### config.mk
export PLATFORM = sky130hd
export DESIGN_NAME = abc_input_debouncer_flat
export DESIGN_NICKNAME = d
export VERILOG_FILES = /design/src/rtl/abc_input_debouncer_if.sv /design/src/rtl/abc_input_debouncer.sv /design/src/flat_wrapper.sv
export SDC_FILE = /design/constraint.sdc
export NUM_CORES = 1
export LEC_CHECK = 0
export ABC_AREA = 1
export CELL_PAD_IN_SITES_DETAIL_PLACEMENT = 0
export CELL_PAD_IN_SITES_GLOBAL_PLACEMENT = 2
export CORE_MARGIN = 1.5
export CORE_UTILIZATION = 38
export CTS_CLUSTER_DIAMETER = 150
export DETAILED_ROUTE_END_ITERATION = 12
export GPL_ROUTABILITY_DRIVEN = 0
export PLACE_DENSITY_LB_ADDON = 0.12
export SLEW_MARGIN = 0
export SYNTH_ARGS = -nofsm -noshare
export SYNTH_HDL_FRONTEND = slang
export SYNTH_SLANG_ARGS = --single-unit
### constraint.sdc
create_clock -name clk -period 2.35 [get_ports clk]
set_clock_uncertainty 0.15 [all_clocks]
set_input_delay 0.705 -clock clk [delete_from_list [all_inputs] [get_ports clk]]
set_output_delay 0.705 -clock clk [all_outputs]
set_load 0.05 [all_outputs]
### src/rtl/abc_input_debouncer_if.sv
// Board-switch side and conditioned A/B/C side of the input debouncer.
// The master drives the raw switches; the slave (the debouncer) drives the clean levels.
interface abc_input_debouncer_if;
  logic [2:0] sw_in;
  logic       a_out;
  logic       b_out;
  logic       c_out;
  logic       change_strobe;

  modport master (
    output sw_in,
    input  a_out,
    input  b_out,
    input  c_out,
    input  change_strobe
  );

  modport slave (
    input  sw_in,
    output a_out,
    output b_out,
    output c_out,
    output change_strobe
  );
endinterface

### src/rtl/abc_input_debouncer.sv
// Synchronizes and debounces three raw switch inputs (A, B, C) into clean levels,
// with a one-cycle strobe on any output change.
module abc_input_debouncer #(
  parameter int CNT_MAX = 1000000,
  parameter int CNT_W   = (CNT_MAX > 1) ? $clog2(CNT_MAX) : 1
) (
  input  logic                  clk,
  input  logic                  rst,
  abc_input_debouncer_if.slave  io
);

  typedef enum logic {
    ST_IDLE  = 1'b0,
    ST_COUNT = 1'b1
  } bit_state_e;

  localparam logic [CNT_W-1:0] CNT_LAST = CNT_W'(CNT_MAX - 1);
  localparam logic [CNT_W-1:0] CNT_ONE  = CNT_W'(1);

  logic [2:0]       sync1_q, sync1_d;
  logic [2:0]       sync2_q, sync2_d;
  logic [2:0]       deb_q,   deb_d;
  logic [CNT_W-1:0] cnt_q [3];
  logic [CNT_W-1:0] cnt_d [3];
  logic             strobe_q, strobe_d;
  bit_state_e       state_s [3];

  // A bit counts while its synchronized input disagrees with the debounced level;
  // agreement at any edge discards the partial count.
  always_comb begin
    sync1_d  = io.sw_in;
    sync2_d  = sync1_q;
    deb_d    = deb_q;
    strobe_d = 1'b0;
    for (int i = 0; i < 3; i++) begin
      cnt_d[i]   = cnt_q[i];
      state_s[i] = (sync2_q[i] != deb_q[i]) ? ST_COUNT : ST_IDLE;
      case (state_s[i])
        ST_IDLE: begin
          cnt_d[i] = '0;
        end
        ST_COUNT: begin
          if (cnt_q[i] == CNT_LAST) begin
            deb_d[i] = sync2_q[i];
            cnt_d[i] = '0;
            strobe_d = 1'b1;
          end else begin
            cnt_d[i] = cnt_q[i] + CNT_ONE;
          end
        end
        default: begin
          cnt_d[i] = '0;
        end
      endcase
    end
  end

  // State registers with synchronous reset.
  always_ff @(posedge clk) begin
    if (rst) begin
      sync1_q  <= 3'b000;
      sync2_q  <= 3'b000;
      deb_q    <= 3'b000;
      strobe_q <= 1'b0;
      for (int i = 0; i < 3; i++) begin
        cnt_q[i] <= '0;
      end
    end else begin
      sync1_q  <= sync1_d;
      sync2_q  <= sync2_d;
      deb_q    <= deb_d;
      strobe_q <= strobe_d;
      for (int i = 0; i < 3; i++) begin
        cnt_q[i] <= cnt_d[i];
      end
    end
  end

  assign io.a_out         = deb_q[2];
  assign io.b_out         = deb_q[1];
  assign io.c_out         = deb_q[0];
  assign io.change_strobe = strobe_q;

endmodule
### src/flat_wrapper.sv
// flat-port wrapper written by rule: the top's interface ports become plain ports
module abc_input_debouncer_flat 
#(
  parameter int CNT_MAX = 1000000,
  parameter int CNT_W   = (CNT_MAX > 1) ? $clog2(CNT_MAX) : 1
)
  (clk, rst, io_sw_in, io_a_out, io_b_out, io_c_out, io_change_strobe);
  abc_input_debouncer_if io_i ();
  input  logic clk;
  input  logic rst;
  input wire logic [$bits(io_i.sw_in)-1:0] io_sw_in;
  output wire logic [$bits(io_i.a_out)-1:0] io_a_out;
  output wire logic [$bits(io_i.b_out)-1:0] io_b_out;
  output wire logic [$bits(io_i.c_out)-1:0] io_c_out;
  output wire logic [$bits(io_i.change_strobe)-1:0] io_change_strobe;
  assign io_i.sw_in = io_sw_in;
  assign io_a_out = io_i.a_out;
  assign io_b_out = io_i.b_out;
  assign io_c_out = io_i.c_out;
  assign io_change_strobe = io_i.change_strobe;
  abc_input_debouncer #(.CNT_MAX(CNT_MAX), .CNT_W(CNT_W)) u_core (.clk(clk), .rst(rst), .io(io_i));
endmodule
### Word level (Yosys, flattened, before mapping)

Memory sizes are Yosys's and may differ from the RTL's.
Cells that the tools add are included.
Widths: inputs -> output; s select.

| storage, ports and cells | value |
|---|---|
| bits in registers | 10 |
| memory bits (writable) | 60 |
| input port bits | 5 |
| output and inout bits | 4 |
| memories | 1 |

Memories:

| memory | words | bits a word | read ports | clocked after Yosys merged registers in | wr ports | RTL line | RTL |
|---|---|---|---|---|---|---|---|
| u_core.cnt_q | 3 | 20 | 3 | 0 | 3 | abc_input_debouncer.sv:23 | `logic [CNT_W-1:0] cnt_q [3];` |

| cells by class | value |
|---|---|
| add/sub/neg operators | 3 |
| equality and inequality tests | 6 |
| multiplexer cells | 21 |
| bitwise logic cells | 6 |
| reduce and logical (&&, ||, !) cells | 3 |

Operators by type and width:

| cell | count |
|---|---|
| $mux 20 | 6 |
| $pmux 20 s2 | 3 |
| $add 20x1->20 const B | 3 |
| $eq 20x20->1 const B | 3 |
| $mux 1 | 12 |
| $reduce_and 2->1 | 3 |
| $ne 1x1->1 | 3 |
| $not 1->1 | 3 |
| $or 1x1->1 | 3 |

### Logic depth before layout (Yosys ltp)

Gate-level depths: netlist (run 1).

| depth | value |
|---|---|
| depth after elaboration | 7 |
| gate-level depth with buffers | 8 |

### Least setup slack after synthesis (run 1)

Ideal clock, no wire load.

| path | value |
|---|---|
| path type | input -> register |
| start point | input rst |
| end point | memory u_core.cnt_q[0][34] (netlist name) |
| setup time | 0.066 ns |
| data arrival time | 1.486 ns |
| setup slack | 0.648 ns |
| stages | 5 |
| buffers on the path | 2 |
| path through | buf_2 nor2_1 nand2_4 buf_12 a21oi_2 |

RTL lines:

| item | RTL line | RTL |
|---|---|---|
| start: declaration | flat_wrapper.sv:10 | `input logic rst;` |
| end: declaration | abc_input_debouncer.sv:23 |  |

### Worst setup path after layout (run 1)

| path | value |
|---|---|
| start point | register u_core.strobe_q (netlist: u_core.io.change_strobe) |
| end point | output io_change_strobe |

RTL lines:

| item | RTL line | RTL |
|---|---|---|
| start: declaration | abc_input_debouncer.sv:25 | `logic strobe_q, strobe_d;` |
| start signal: assignment | abc_input_debouncer.sv:72 | `strobe_q <= strobe_d;` |
| end: declaration | flat_wrapper.sv:15 | `output wire logic [$bits(io_i.change_strobe)-1:0] io_change_strobe;` |

No word-level cell between the ends.

==> impl_metrics.toml, run 1 <==
[logic_synthesis]
async_flop_share = 0
synth_top_area_share = 0.405
synthCells = 491
avgSynthCellArea_um2 = 7.05
synth-seq-area-share = 0.405
synth_nets = 499
ys_top_cells_by_area = "dfxtp_1 (40%), nand2_1 (13%), nor2_1 (12%)"
synth_seq_cells = 70
synth.distinct_cells = 30
syn_area_mm2 = 0.00346
synth_edf_count = 0
ys_warn_count = 0
synth_ff_type = "dfxtp_1"
synth_top_cell_by_area = "dfxtp_1"

[worst_setup_path]
r2r_cells = 7
endpoint_kind = "output pin"
crit_family = "buffers and inverters"
r2r_slack_ps = 560
crit_path_start_kind = "register"
critical_path_buf_inv_count = 1
worstSetupPathType = "reg2out"
cpPeakStageDelay_ps = 420
cp_max_fo = 1
crit_path_cell_trace = "dlymetal6s2s_1"
cp_data_arrival_time_ps = 1080
cp.required_ps = 1490
crit_cells = 1
slowest_stage = "dlymetal6s2s_1"

[cells_and_area]
finalNonFillerCells = 620
design_area_mm2 = 0.00387
nets = 515
antennaDiodeCount = 0
syn_to_final_growth_pct = 11.7
drive_above_1_share = 0.107

[clock_tree]
cts.hold.buffers_added = 0
path_clk_slew_ps = 70
cts_setup_buffers = 0
cts_sinks = 70
h-tree-depth = 3
cts_tree = "yes"
root_buffer = "clkbuf_8"
insertion_delay_ps = 340
cts_buffers = 9
cts_buffer_depth = 2
cts_resized = 0

[grt]
overflow = 0
grt_max_degree = 21
antenna_found_initial = 0
grt_usage = 0.165
grt_pass1_wl_um = 12900
grt_pass1_vias = 2752

[route]
vias = 2885
final_antenna_net_count = 0
met1_length_um = 3590
routed_wl_um = 7280
via_per_inst = 4.65
dr.pass1.iters = 6
wl_per_cell_um = 11.7
top_layer = "met4"
drt_iter0_drc = 94
drc = 0
met3_length_um = 173
routed-wl-met2_um = 3450

[place]
place_area_mm2 = 0.00364
portBuffers = 8
place_inst = 604
dp_hpwl_um = 5520

[floorplanning]
die_x_um = 98.5
ioPinCount = 9
core-area_mm2 = 0.00876
die_area_mm2 = 0.00970
die_h_um = 98.5
rows = 34
initial_utilization = 0.395

[flow_run]
cap_viol_max_count = 0

[power_and_ir_drop]
ir_worst_vdd_mv = 0.252
cellPowerDensity_mw_per_mm2 = 596
leakage_nw = 1.17

[worst_hold_path]
hold_path_class = "reg2reg"
worstHoldPathCells = 2

[sta]
fin_crit_ps = 1930
fin_crit_sh = 0.822
fmax_mhz = 518
slew_violations = 0
setup_violations = 0
tightest_slew_ps = 498
hold_viol = 0
relSlewSlack = 0.668
rsz0062_at_grt = "false"
fin_setup_tns_ps = 0

[outcome]
outcome = "complete, no violations"
[placed cells by master (no fill, tap or decap), types with 3 or more instances in the layout]
master,instances
a21oi_1,22
buf_4,5
clkbuf_8,9
clkdlybuf4s50_1,4
dfxtp_1,70
ha_1,3
inv_1,41
inv_2,3
nand2_1,116
nand3_1,31
nand3_2,3
nand4_1,9
nor2_1,115
nor2_2,14
nor2_4,4
nor3_1,4
o21ai_0,4
or2_0,4
xnor2_1,16
xor2_1,13
[report_power, final]
| group | total [W] | leakage (nW) | internal [W] | switching [W] |
|---|---|---|---|---|
| Sequential | 0.00119 | 0.565 | 0.00119 | 0.00000326 |
| Clock | 0.00108 | 0.106 | 0.000601 | 0.000478 |
| Combinational | 0.0000336 | 0.498 | 0.0000146 | 0.0000190 |
[kinds of logic after synthesis]
kind of cell    synth area share
simple gates               0.398
flops                      0.405
buf+inv                   0.0657
compound gates            0.0470
xor+xnor                  0.0733
fa+ha+maj                 0.0108
[area by class of cell]
class,count,area [um^2]
timing repair buffer,11,110
tap,108,135
inverter,44,165
fill,939,4900
clock buffer,9,124
multi-input combinational,371,1830
sequential,70,1400
clock inverter,7,97.6
[registers in the layout, indices dropped and copies added (netlist names)]
signal,flops
u_core.cnt_q,60
u_core.deb_q,3
u_core.sync1_q,3
u_core.sync2_q,3
u_core.io.change_strobe,1
[cells in the mapped netlist, types with 2 or more instances]
| cell type | instances |
|---|---|
| nor2_1 | 115 |
| nand3_2 | 3 |
| nand4_1 | 9 |
| nand2_1 | 116 |
| nand3_1 | 31 |
| nand3b_1 | 2 |
| nor3_1 | 4 |
| o21bai_1 | 2 |
| or2_0 | 4 |
| inv_1 | 41 |
| a21oi_2 | 2 |
| buf_6 | 2 |
| nor2_4 | 4 |
| nand2_2 | 2 |
| buf_4 | 2 |
| o21ai_0 | 4 |
| inv_2 | 3 |
| nor2_2 | 14 |
| dfxtp_1 | 70 |
| ha_1 | 3 |
| xor2_1 | 13 |
| a21oi_1 | 22 |
| xnor2_1 | 16 |
[layer usage]
| metal | vias up | GRT usage |
|---|---|---|
| met5 | - | 0 |
| met4 | 0 | 0.0358 |
| met2 | 22 | 0.272 |
| met3 | 5 | 0.0489 |
| li1 | 1573 | - |
| met1 | 1285 | 0.216 |
[path summary, 6_finish.rpt]
path | from | to
worst max-delay path | u_core.io.change_strobe$_SDFF_PP0_ | io_change_strobe
worst min-delay path | u_core.sync1_q[2]$_SDFF_PP0_ | u_core.sync2_q[2]$_SDFF_PP0_
worst max register to register | u_core.cnt_q[0][40]$_SDFF_PP0_ | u_core.cnt_q[0][59]$_SDFF_PP0_
worst min register to register | u_core.sync1_q[2]$_SDFF_PP0_ | u_core.sync2_q[2]$_SDFF_PP0_
[metrics by stage]
stage	setup slack (ps)	utilization	hold WS, ps	total power [W]
final	419	0.441	252	0.00231
after global routing	291	0.441	258	0.00241
after CTS	7.79	0.441	255	0.00236
after detailed placement	27.2	0.416	250	0.00126
after global placement	104	0.416	240	0.00126
after floorplan	648	-	238	0.00125
(Power assumes the default switching activity.)
==> run 2, diff against run 1 <==
--- a/config.mk
+++ b/config.mk
@@ -9,7 +9,7 @@
 export CELL_PAD_IN_SITES_DETAIL_PLACEMENT = 0
 export CELL_PAD_IN_SITES_GLOBAL_PLACEMENT = 2
 export CORE_MARGIN = 1.5
-export CORE_UTILIZATION = 38
+export CORE_UTILIZATION = 35
 export CTS_CLUSTER_DIAMETER = 150
 export DETAILED_ROUTE_END_ITERATION = 12
 export GPL_ROUTABILITY_DRIVEN = 0
==> constraint.sdc (replaced) <==
create_clock -name clk -period 1.8 [get_ports clk]
set_clock_uncertainty 0.15 [all_clocks]
set_input_delay 0.54 -clock clk [delete_from_list [all_inputs] [get_ports clk]]
set_output_delay 0.54 -clock clk [all_outputs]
set_load 0.05 [all_outputs]
==> run 2 against run 1 <==
Compared with the run above:
- setup slack got worse by 300 ps
- cell area increased by 3.9%
- via count increased by 1.3%
- routed wire length increased by 2.6%
- first-iteration DRC count decreased by 3.2%
- cell count increased by 5.5%
- global-route usage decreased by 0.20 points
- combinational power increased by 42%
- non-clock buffer count increased by 9
- critical path type unchanged
- clock power increased by 28%
==> impl_metrics.toml, run 2 (synthesis results as in run 1) <==
[outcome]
outcome = "complete, no violations"

[worst_setup_path]
slowest_stage = "dfxtp_1"
cp_data_arrival_time_ps = 990
cp_max_fo = 3
crit_path_cell_trace = "buf_12"
worstSetupPathType = "reg2out"
cp.required_ps = 1110
crit_path_start_kind = "register"
critical_path_buf_inv_count = 1
cpPeakStageDelay_ps = 480
endpoint_kind = "output pin"
crit_family = "flip-flops"

[clock_tree]
cts_resized = 0
cts.hold.buffers_added = 0
root_buffer = "clkbuf_8"
cts_setup_buffers = 0
cts_tree = "yes"
insertion_delay_ps = 340
path_clk_slew_ps = 80
h-tree-depth = 3
cts_buffers = 9
cts_sinks = 70
cts_buffer_depth = 2

[cells_and_area]
layout_common_cells = "nand2_1 (116), nor2_1 (114), dfxtp_1 (70), inv_1 (41), nand3_1 (31)"
utilization = 0.415
drive_above_1_share = 0.125
nets = 524
largest_reg_flops = 60
final_common_cell = "nand2_1"
top_register = "u_core.cnt_q"
antennaDiodeCount = 0
syn_to_final_growth_pct = 16.0

[flow_run]
cap_viol_max_count = 0

[worst_hold_path]
hold_path_class = "reg2reg"

[sta]
fmax_mhz = 595
rsz0062_at_grt = "false"
tightest_slew_ps = 337
fin_crit_ps = 1680
slew_violations = 0
fin_crit_sh = 0.934
setup_violations = 0
hold_viol = 0
fin_setup_tns_ps = 0
relSlewSlack = 0.774

[route]
routed_wl_um = 7470
vias = 2923
drc = 0
drt_iter0_drc = 91
dr.pass1.iters = 4
wl_per_cell_um = 11.4
via_per_inst = 4.47
final_antenna_net_count = 0

[grt]
antenna_found_initial = 0
grt_usage = 0.163
grt_pass1_wl_um = 13300
grt_pass1_vias = 2841
overflow = 0
grt_max_degree = 21

[floorplanning]
die_x_um = 102
core-area_mm2 = 0.00968
initial_utilization = 0.358
die_h_um = 102
die_area_mm2 = 0.0105
rows = 36
ioPinCount = 9

[power_and_ir_drop]
leakage_nw = 1.22
cellPowerDensity_mw_per_mm2 = 745
ir_worst_vdd_mv = 0.329

[place]
dp_hpwl_um = 5680
portBuffers = 8
-- run 2: final timing paths --
path                                  startpoint                        endpoint  slack (ps)  cells past startpoint
setup / recovery    u_core.deb_q[0]$_SDFFE_PP0P_                        io_c_out         120                      1
hold / removal      u_core.sync1_q[2]$_SDFF_PP0_    u_core.sync2_q[2]$_SDFF_PP0_         250                      2
setup reg to reg  u_core.cnt_q[0][20]$_SDFF_PP0_  u_core.cnt_q[0][29]$_SDFF_PP0_         150                      6
hold reg to reg     u_core.sync1_q[2]$_SDFF_PP0_    u_core.sync2_q[2]$_SDFF_PP0_         250                      2
-- run 2: per-layer routing --
layer,share of wire,global-route usage,vias up
met5,0,0,-
met4,0.0098,0.0432,0
met3,0.029,0.0445,7
met2,0.47,0.272,32
met1,0.49,0.209,1303
li1,-,-,1581
-- run 2: cell type report --
class	count	area (um^2)
tap	133	166
timing repair buffer	20	235
fill	1032	5670
inverter	44	165
sequential	70	1400
clock buffer	10	128
clock inverter	6	86.3
multi-input combinational	371	1840
-- run 2: report_power, final --
part / total [W] / leakage [nW] / internal, W / switching, W
logic: 0.0000476 / 0.545 / 0.0000225 / 0.0000251
registers: 0.00156 / 0.565 / 0.00156 / 0.00000423
clock network: 0.00138 / 0.106 / 0.000779 / 0.000606
total: 0.00299 / 1.22 / 0.00236 / 0.000636
-- run 2: metrics by stage --
step	area (um^2)	hold WS [ps]	total power (W)	instances	setup WS, ps
final	4020	254	0.00299	654	118
after global routing	4020	262	0.00313	654	10.9
after CTS	4020	256	0.00305	654	96.2
after detailed placement	3800	245	0.00164	638	-274
after global placement	3800	240	0.00164	638	-181
after floorplan	3460	238	0.00163	491	187
==> run 3, diff against run 2 <==
--- a/config.mk
+++ b/config.mk
@@ -9,9 +9,10 @@
 export CELL_PAD_IN_SITES_DETAIL_PLACEMENT = 0
 export CELL_PAD_IN_SITES_GLOBAL_PLACEMENT = 2
 export CORE_MARGIN = 1.5
-export CORE_UTILIZATION = 35
+export CORE_UTILIZATION = 33
 export CTS_CLUSTER_DIAMETER = 150
 export DETAILED_ROUTE_END_ITERATION = 12
+export DONT_BUFFER_PORTS = 1
 export GPL_ROUTABILITY_DRIVEN = 0
 export PLACE_DENSITY_LB_ADDON = 0.12
 export SLEW_MARGIN = 0
==> constraint.sdc (replaced) <==
create_clock -name clk -period 1.4 [get_ports clk]
set_clock_uncertainty 0.15 [all_clocks]
set_input_delay 0.42 -clock clk [delete_from_list [all_inputs] [get_ports clk]]
set_output_delay 0.42 -clock clk [all_outputs]
set_load 0.05 [all_outputs]
==> run 3 against run 2 <==
Compared with the run above:
- the flow now finishes with violations (setup timing)
- clock power is 12% higher
- largest power group unchanged
- sequential share of layout area is 7.9 points lower
- non-clock buffer count is 89 higher
- power is 22% higher
- global-route usage is 1.3 points higher
- register-to-register slack worse by 270 ps
- critical endpoint is now u_core.cnt_q[0][28]$_SDFF_PP0_
- first-iteration DRC count is 34% higher
==> impl_metrics.toml, run 3 (synthesis results as in run 1) <==
[worst_setup_path]
crit_family = "simple AND/OR/NAND/NOR gates"
cp_data_arrival_time_ps = 1610
r2r_slack_ps = -120
crit_path_start_kind = "register"
r2r-end = "u_core.cnt_q[0][28]$_SDFF_PP0_"
r2r_cells = 7
cp_max_fo = 5
critical_path_buf_inv_count = 1
cpMostUsedCell = "nand3_4"
endpoint_kind = "register"
crit_path_cell_trace = "ha_4, nand3_4, nor3_4, nand3_4, buf_12, nand2_8, nor2_2"
crit_start = "u_core.cnt_q[0][20]$_SDFF_PP0_"
slowest_stage = "dfxtp_2"
cpPeakStageDelay_ps = 350
worstSetupPathType = "reg2reg"
crit_end = "u_core.cnt_q[0][28]$_SDFF_PP0_"
crit_cells = 7
worstReg2RegStart = "u_core.cnt_q[0][20]$_SDFF_PP0_"
cp.required_ps = 1490

[sta]
setup_violations = 65
slew_violations = 0
fin_crit_sh = 1.08
rsz0062_at_grt = "true"
relSlewSlack = 0.771
tightest_slew_ps = 342
fin_crit_ps = 1520
setup_slack_ps = -119
hold_viol = 0
fmax_mhz = 658

[route]
drc = 0
routed_wl_um = 9490
via_per_inst = 4.56
dr.pass1.iters = 6
wl_per_cell_um = 12.7
drt_iter0_drc = 122
final_antenna_net_count = 0
vias = 3412

[cells_and_area]
syn_to_final_growth_pct = 54.7
antennaDiodeCount = 0
final_common_cell = "nand2_1"
n_fill_cell = 1015
top_register = "u_core.cnt_q"
layout_common_cells = "nand2_1 (101), buf_4 (89), nor2_1 (71), nor2_2 (42), inv_1 (39)"
nets = 616
largest_reg_flops = 60
drive_above_1_share = 0.480

[grt]
overflow = 0
antenna_found_initial = 0
met2_usage = 0.295
gr-usage-met3 = 0.0365
grt_max_degree = 21
grt_usage = 0.176
met1_usage = 0.227
busiest_layer = "met2"
grt_pass1_vias = 3373
grt_pass1_wl_um = 15600

[floorplanning]
initial_utilization = 0.339
ioPinCount = 9
die_x_um = 105
die_area_mm2 = 0.0111
rows = 37
core-area_mm2 = 0.0102
die_h_um = 105

[power_and_ir_drop]
seqPwrFrac = 0.550
ir_worst_vdd_mv = 0.401
combPwrFrac = 0.026
leakage_nw = 1.77
p_sw_w = 0.000868
swShare = 0.238
clkPwrFrac = 0.424
power.internal_w = 0.00277
cellPowerDensity_mw_per_mm2 = 680
p_total_w = 0.00364

[clock_tree]
root_buffer = "clkbuf_8"
insertion_delay_ps = 350
cts_buffers = 9
cts_sinks = 70
cts_buffer_depth = 2
h-tree-depth = 3
cts_tree = "yes"
path_clk_slew_ps = 80

[outcome]
violations = "setup timing"
outcome = "finished, violations left"

[place]
place_ws_ps = -188
portBuffers = 0
dp_hpwl_um = 6560

[flow_run]
cap_viol_max_count = 0

[worst_hold_path]
hold_path_class = "in2reg"
==> run 3: cell types whose count changed in the layout (fill, tap and decap cells not counted), moves of 11 or more <==
| cell | delta |
|---|---|
| buf_4 | +79 |
| nor2_1 | -43 |
| dfxtp_1 | -33 |
| dfxtp_2 | +31 |
| nor2_2 | +27 |
| a21oi_1 | -17 |
| a21oi_2 | +17 |
| nor2_4 | +16 |
| nand2_1 | -15 |
| nand3_1 | -14 |
| nand2_2 | +11 |
==> run 3: how the worst min path moves through the flow <==
stage,cells past startpoint,start,end
2_1_floorplan,2,u_core.sync1_q[0]$_SDFF_PP0_,u_core.sync2_q[0]$_SDFF_PP0_
3_3_place_gp,2,u_core.sync1_q[1]$_SDFF_PP0_,u_core.sync2_q[1]$_SDFF_PP0_
3_5_place_dp,2,u_core.sync1_q[2]$_SDFF_PP0_,u_core.sync2_q[2]$_SDFF_PP0_
4_1_cts,2,io_sw_in[0],u_core.sync1_q[0]$_SDFF_PP0_
5_1_grt,2,io_sw_in[0],u_core.sync1_q[0]$_SDFF_PP0_
6_report,2,io_sw_in[0],u_core.sync1_q[0]$_SDFF_PP0_
==> run 3: per-layer routing <==
layer | part of all wire | up-vias
met3 | 0.025 | 13
met1 | 0.47 | 1584
met4 | 0.016 | 0
li1 | - | 1784
met5 | 0 | -
met2 | 0.49 | 31
==> run 3: per-stage QoR <==
step                      instances  hold slack (ps)  area [um^2]  TNS [ps]  utilization
after floorplan                 491              238         3520      -992            -
after CTS                       743             10.7         4890     -2920        0.478
after global routing            749             16.7         5360     -8300        0.524
after global placement          715              260         4340     -4560        0.425
after detailed placement        715              265         4340     -6000        0.425
final                           749             21.9         5360     -3550        0.524
==> run 3: final cells by class <==
class | count | area [um^2] | share of cell area
clock inverters | 5 | 33.8 | 0.00630
multi-input cells | 374 | 2420 | 0.452
well taps | 136 | 170 | 0.0318
inverters | 44 | 165 | 0.0308
flip-flops and latches | 70 | 1450 | 0.270
clock buffers | 11 | 151 | 0.0283
repair buffers | 109 | 968 | 0.181
==> run 3: power by group through the flow <==
stage	logic (W)	clock network [W]	registers [W]
6_report	0.0000947	0.00154	0.00200
5_1_grt	0.000104	0.00169	0.00200
4_1_cts	0.0000664	0.00160	0.00200
3_5_place_dp	0.0000487	0	0.00205
3_3_place_gp	0.0000478	0	0.00205
2_1_floorplan	0.0000396	0	0.00205
==> run 3: repair_timing <==
item,CTS,global route
endpoints found under the setup margin,66,68
endpoints found under the hold margin,6,0
pin swaps,24,30
gates cloned,2,4
buffers inserted,10,4
gates resized for setup,71,106
hold buffers,1,0
